--- src/rtl/neuron_pkg.sv ---
// Shared codes and helpers for the LIF neuron-state pipeline.
package neuron_pkg;

    typedef enum logic [1:0] {
        EV_LEAK = 2'd0,
        EV_EXC  = 2'd1,
        EV_INH  = 2'd2,
        EV_CLR  = 2'd3
    } event_e;

    localparam logic [1:0] LEAK_PROP  = 2'd0;
    localparam logic [1:0] LEAK_NONE  = 2'd1;
    localparam logic [1:0] LEAK_CONST = 2'd2;

    // Wide enough for any W_MEM the engine is built with; callers truncate the result.
    function automatic logic signed [63:0] saturate(input logic signed [63:0] x,
                                                    input logic signed [63:0] lo,
                                                    input logic signed [63:0] hi);
        if (x < lo) return lo;
        if (x > hi) return hi;
        return x;
    endfunction

endpackage

--- src/rtl/neuron_leak_unit.sv ---
// Combinational leak of a membrane potential: proportional, none, or constant-toward-zero.
module neuron_leak_unit #(
    parameter int W_MEM      = 20,
    parameter int LEAK_SHIFT = 4,
    parameter int LEAK_CONST = 16
) (
    input  logic signed [W_MEM-1:0] v,
    input  logic [1:0]              mode,
    output logic signed [W_MEM-1:0] v_leak
);

    localparam logic signed [W_MEM-1:0] STEP = W_MEM'(LEAK_CONST);

    always_comb begin
        v_leak = v;
        case (mode)
            neuron_pkg::LEAK_PROP:  v_leak = v - (v >>> LEAK_SHIFT);
            // Snap to zero once within one step so the potential never crosses sign.
            neuron_pkg::LEAK_CONST: begin
                if (v > STEP)       v_leak = v - STEP;
                else if (v < -STEP) v_leak = v + STEP;
                else                v_leak = '0;
            end
            default: v_leak = v;
        endcase
    end

endmodule

--- src/rtl/neuron_state_pipe.sv ---
// Two-stage LIF neuron-state update engine: stage 1 leaks/accumulates and saturates,
// stage 2 applies threshold, reset and refractory onto the registered outputs.
module neuron_state_pipe #(
    parameter int W_MEM      = 20,
    parameter int W_W        = 8,
    parameter int W_REC      = 3,
    parameter int W_TAG      = 8,
    parameter int REFRAC     = 2,
    parameter int LEAK_SHIFT = 4,
    parameter int LEAK_CONST = 16,
    parameter int V_MIN      = -262144
) (
    input  logic                    CLK,
    input  logic                    RST,
    input  logic                    in_valid,
    output logic                    in_ready,
    input  logic [1:0]              in_event,
    input  logic [1:0]              in_mode,
    input  logic                    in_reset_sub,
    input  logic signed [W_MEM-1:0] in_v,
    input  logic [W_REC-1:0]        in_rec,
    input  logic signed [W_MEM-1:0] in_thr,
    input  logic [W_W-1:0]          in_weight,
    input  logic [W_TAG-1:0]        in_tag,
    output logic                    out_valid,
    input  logic                    out_ready,
    output logic signed [W_MEM-1:0] out_v,
    output logic [W_REC-1:0]        out_rec,
    output logic                    out_spike,
    output logic [W_TAG-1:0]        out_tag,
    input  logic                    cnt_clr,
    output logic [15:0]             spike_count
);

    localparam logic signed [63:0] SAT_LO = 64'(V_MIN);
    localparam logic signed [63:0] SAT_HI = (64'sd1 <<< (W_MEM - 1)) - 64'sd1;

    logic en;
    assign en       = !out_valid || out_ready;
    assign in_ready = en;

    // ---------------- stage 1: leak / accumulate ----------------
    logic signed [W_MEM-1:0] v_leak;
    logic signed [W_MEM:0]   v_ext, w_ext, sum;
    logic signed [W_MEM-1:0] s1_v_d;
    logic [W_REC-1:0]        s1_rec_d;
    logic                    s1_cand_d;

    neuron_leak_unit #(
        .W_MEM      (W_MEM),
        .LEAK_SHIFT (LEAK_SHIFT),
        .LEAK_CONST (LEAK_CONST)
    ) u_leak (
        .v      (in_v),
        .mode   (in_mode),
        .v_leak (v_leak)
    );

    assign v_ext = (W_MEM+1)'(in_v);
    assign w_ext = signed'((W_MEM+1)'(in_weight));

    always_comb begin
        sum       = (neuron_pkg::event_e'(in_event) == neuron_pkg::EV_INH) ? v_ext - w_ext
                                                                           : v_ext + w_ext;
        s1_v_d    = in_v;
        s1_rec_d  = in_rec;
        s1_cand_d = 1'b0;
        case (neuron_pkg::event_e'(in_event))
            neuron_pkg::EV_LEAK: begin
                if (in_rec != '0) s1_rec_d = in_rec - 1'b1;
                else              s1_v_d   = v_leak;
            end
            neuron_pkg::EV_EXC, neuron_pkg::EV_INH: begin
                if (in_rec == '0) begin
                    s1_v_d    = W_MEM'(neuron_pkg::saturate(64'(sum), SAT_LO, SAT_HI));
                    s1_cand_d = 1'b1;
                end
            end
            default: begin
                s1_v_d   = '0;
                s1_rec_d = '0;
            end
        endcase
    end

    logic                    s1_valid;
    logic signed [W_MEM-1:0] s1_v, s1_thr;
    logic [W_REC-1:0]        s1_rec;
    logic                    s1_cand, s1_reset_sub;
    logic [W_TAG-1:0]        s1_tag;

    always_ff @(posedge CLK or posedge RST) begin
        if (RST)     s1_valid <= 1'b0;
        else if (en) s1_valid <= in_valid;
    end

    // NOTE: stage-1 data is qualified by s1_valid, so it needs no reset.
    always_ff @(posedge CLK) begin
        if (en && in_valid) begin
            s1_v         <= s1_v_d;
            s1_rec       <= s1_rec_d;
            s1_cand      <= s1_cand_d;
            s1_thr       <= in_thr;
            s1_reset_sub <= in_reset_sub;
            s1_tag       <= in_tag;
        end
    end

    // ---------------- stage 2: threshold / reset / refractory ----------------
    logic                    spike;
    logic signed [W_MEM:0]   diff;
    logic signed [W_MEM-1:0] v2_d;
    logic [W_REC-1:0]        rec2_d;

    always_comb begin
        spike  = s1_cand && (s1_v >= s1_thr);
        diff   = (W_MEM+1)'(s1_v) - (W_MEM+1)'(s1_thr);
        v2_d   = s1_v;
        rec2_d = s1_rec;
        if (spike) begin
            v2_d   = s1_reset_sub ? W_MEM'(neuron_pkg::saturate(64'(diff), SAT_LO, SAT_HI)) : '0;
            rec2_d = W_REC'(REFRAC);
        end
    end

    always_ff @(posedge CLK or posedge RST) begin
        if (RST) begin
            out_valid <= 1'b0;
            out_v     <= '0;
            out_rec   <= '0;
            out_spike <= 1'b0;
            out_tag   <= '0;
        end else if (en) begin
            out_valid <= s1_valid;
            if (s1_valid) begin
                out_v     <= v2_d;
                out_rec   <= rec2_d;
                out_spike <= spike;
                out_tag   <= s1_tag;
            end
        end
    end

    always_ff @(posedge CLK or posedge RST) begin
        if (RST)
            spike_count <= '0;
        else if (cnt_clr)
            spike_count <= '0;
        else if (out_valid && out_ready && out_spike && spike_count != 16'hFFFF)
            spike_count <= spike_count + 16'd1;
    end

endmodule

--- config.mk ---
export PLATFORM = sky130hd
export DESIGN_NAME = neuron_state_pipe
export DESIGN_NICKNAME = d
export VERILOG_FILES = /design/src/rtl/neuron_pkg.sv /design/src/rtl/neuron_leak_unit.sv /design/src/rtl/neuron_state_pipe.sv
export SDC_FILE = /design/constraint.sdc
export NUM_CORES = 1
export LEC_CHECK = 0
export ABC_AREA = 1
export CAP_MARGIN = 20
export CORE_MARGIN = 2
export CORE_UTILIZATION = 52
export CTS_CLUSTER_SIZE = 20
export DETAILED_ROUTE_END_ITERATION = 12
export PLACE_DENSITY = 0.78
export RECOVER_POWER = 50
export SKIP_CTS_REPAIR_TIMING = 1
export SLEW_MARGIN = 20
export SYNTH_ARGS = -nofsm -noshare
export SYNTH_HDL_FRONTEND = slang
export SYNTH_SLANG_ARGS = --single-unit
--- constraint.sdc ---
create_clock -name CLK -period 2.2 [get_ports CLK]
set_input_delay 0.66 -clock CLK [delete_from_list [all_inputs] [get_ports CLK]]
set_output_delay 0.66 -clock CLK [all_outputs]
set_load 0.02 [all_outputs]
==> qor.yml <==
met2_wirelength_um: 20100
syn_avg_cell_area_um2: 6.91
fp.dieW_um: 143
synth_fp_nets: 1595
insertion_delay_ns: 0.36
syn_area_um2: 10000
rsz0062_at_grt: "true"
async_flop_share: 0.485
final_max_slew_viol_count: 0
p_int_mw: 5.19
yosysUniqueCellTypes: 57
crit_required_ns: 2.41
initial_utilization: 0.533
p_per_area_nw_per_um2: 566
drv_cap: 0
design.die.area_um2: 20400
antenna_found_initial: 1
cpMostUsedCell: "nand2_1"
timing.fmax_mhz: 316
arrival_ns: 3.38
p_leak_nw: 7.15
dp_slack_ns: -1.81
layout_common_cells: "nand2_1 (322), buf_4 (310), inv_1 (134), a21oi_1 (132), nor2_1 (123)"
synthCells: 1451
seqPwrFrac: 0.285
drcViolationCount: 0
port_buffers: 118
crit_chain: "dlymetal6s2s_1 -> nor2_2 -> buf_4 -> nand2_1 -> o21ai_2 -> xor2_1 -> inv_1 -> ha_4 -> nand2_4 -> inv_2 -> nand2_1 -> nor2_1 -> nand3_2 -> nand3_1 -> nand2_1 -> nand2_4 -> nand2_8 -> nand2_8 -> nor2_2 -> nor2_1 -> nand2_1 -> a21oi_2"
boundaryPins: 119
synth_top_area_cell: "edfxtp_1"
htree_levels: 3
wl_met3_um: 2800
crit_type: "input pin to flop"
top_layer_used: "met4"
clkTransAtPathRegs_ns: 0.08
skew_ns: 0.00877
place_inst: 2111
seq_area_frac_synth: 0.283
grt_pass1_vias: 11400
ant_nets: 0
fp.dieH_um: 143
cp-start-kind: "input pin"
synth_top_area_frac: 0.159
wl_per_cell_um: 19.0
core-area_um2: 18800
critPathMaxFanout: 5
drtPass1Iterations: 5
layout_commonest_cell: "nand2_1"
layout-drive-gt1-share: 0.319
postLayoutCoreUtil: 0.822
viasPerCell: 5.76
finalSetupTns_ns: -26.22
setup_violations: 50
finalCriticalPeriod_ns: 3.16
drt-met1-wl_um: 14800
placementRows: 50
end_kind: "flop"
combPwrFrac: 0.535
hpwl_um: 29300
grt_overflow: 0
switching_share: 0.408
slew_headroom: 0.139
switching_power_mw: 3.58
clkSinkCount: 103
worst_ir_drop_vdd_mv: 0.423
num_vias: 12400
finalCritPeriodShare: 1.44
hold_viol_final: 0
yosys_register_bits: 103
synth_edf_count: 53
cts_buffers: 9
drtIter0Drc: 1135
grt_max_degree: 51
syn2layout_area_growth_pct: 54.4
setup_ws_ns: -0.961
root_buffer: "clkbuf_16"
wl_um: 40900
grt_pass1_wl_um: 56400
cts_buffer_depth: 2
power.clock.fraction: 0.180
worstMarginPinSlew_ns: 1.29
synth_area_leaders: "edfxtp_1 (16%), nand2_1 (13%), dfrtp_1 (12%), ha_1 (9.0%), a21oi_1 (8.3%)"
run_status: "finished with violations"
critPathMaxStageDelay_ns: 0.33
yosys_most_used_dff: "edfxtp_1"
yosysWarnings: 0
hp-class: "flop to flop"
finalNonFillerCells: 2154
cts_tree: "done"
grt_usage: 0.351
place_congestion: 0.981
failed_checks: "negative setup slack"
slowest_stage: "ha_4"
nets: 2031
[path summary, 6_finish.rpt]
| kind | start | to | slack [ns] | depth (start not counted) |
|---|---|---|---|---|
| setup / recovery | in_weight[3] | s1_v[6]$_DFFE_PP_ | -0.96 | 22 |
| hold / removal | s1_tag[6]$_DFFE_PP_ | out_tag[6]$_DFFE_PP0P_ | 0.45 | 2 |
| setup reg to reg | s1_v[0]$_DFFE_PP_ | out_v[11]$_DFFE_PP0P_ | -0.40 | 14 |
| hold reg to reg | s1_tag[6]$_DFFE_PP_ | out_tag[6]$_DFFE_PP0P_ | 0.45 | 2 |
| max in group asynchronous | RST | out_rec[2]$_DFFE_PP0P_ | 0.24 | 3 |
| min in group asynchronous | RST | spike_count[5]$_DFFE_PP0P_ | 1.18 | 3 |
[critical path, delay by kind of cell]
kind	cells	cell delay, ns
AND/OR/NAND/NOR	14	1.44
buffers and inverters	4	0.45
adder cells (fa/ha/maj)	1	0.33
AO/OA/AOI/OAI	2	0.26
XOR/XNOR	1	0.21
[state kept, by name, summed over array words and instances (netlist names)]
signal	flops
spike_count	16
s1_reset_sub	1
s1_thr	20
s1_rec	3
out_rec	3
out_tag	8
s1_tag	8
out_v	20
out_valid	1
s1_cand	1
s1_v	20
s1_valid	1
out_spike	1
[stage by stage]
step	cell area [um2]	hold slack (ns)	power, mW
floorplan	10100	0.426	4.56
global placement	14000	0.431	6.35
detailed placement	14000	0.446	6.45
CTS	14200	0.454	8.00
global route	15500	0.468	9.14
finish	15500	0.451	8.76
[power groups by stage]
stage	clock network [mW]	registers, mW	logic, mW
6_report	1.58	2.50	4.69
3_3_place_gp	0	2.50	3.85
5_1_grt	1.64	2.52	4.99
4_1_cts	1.57	2.48	3.96
3_5_place_dp	0	2.52	3.93
2_1_floorplan	0	2.71	1.86
[Yosys cell counts, types with 3 or more instances]
| master | n |
|---|---|
| nand4_1 | 26 |
| o21bai_1 | 7 |
| a21o_1 | 4 |
| nor2_4 | 4 |
| o21ai_1 | 13 |
| edfxtp_1 | 53 |
| a211oi_1 | 3 |
| and3_1 | 3 |
| o21a_1 | 5 |
| clkbuf_1 | 19 |
| xnor2_1 | 23 |
| nand3_2 | 12 |
| o21ai_0 | 60 |
| nand2_4 | 7 |
| nor2_2 | 3 |
| nor2_1 | 135 |
| buf_6 | 6 |
| nand3_1 | 125 |
| a21oi_1 | 167 |
| dfrtp_1 | 50 |
| xor2_1 | 35 |
| fa_1 | 3 |
| nand3b_1 | 5 |
| inv_2 | 13 |
| nand2_1 | 355 |
| nand2_2 | 11 |
| a21oi_2 | 11 |
| o211ai_1 | 7 |
| ha_1 | 72 |
| buf_2 | 7 |
| nor3_2 | 4 |
| nor3_1 | 20 |
| inv_1 | 152 |
| or2_2 | 3 |
[final cells by class]
type	count	area [um2]
Antenna cell	2	5.00
Clock buffer	10	239
Clock inverter	6	48.8
Fill cell	1231	3350
Inverter	169	674
Multi-Input combinational cell	1147	7390
Sequential cell	103	2840
Tap cell	260	325
Timing Repair Buffer	456	3950
Timing Repair inverter	1	8.76
[logic make-up after synthesis]
group                    share of synthesized area
buffers and inverters                       0.0851
XOR/XNOR                                    0.0523
flip-flops                                   0.283
adder cells (fa/ha/maj)                     0.0958
AO/OA/AOI/OAI                                0.160
AND/OR/NAND/NOR                              0.324
[metal layers]
layer	up-vias	global-route usage
li1	5745	-
met1	5734	0.420
met4	0	0.175
met3	242	0.0409
met2	688	0.624
met5	-	0
Note: power is estimated with default switching activity, not from simulation.
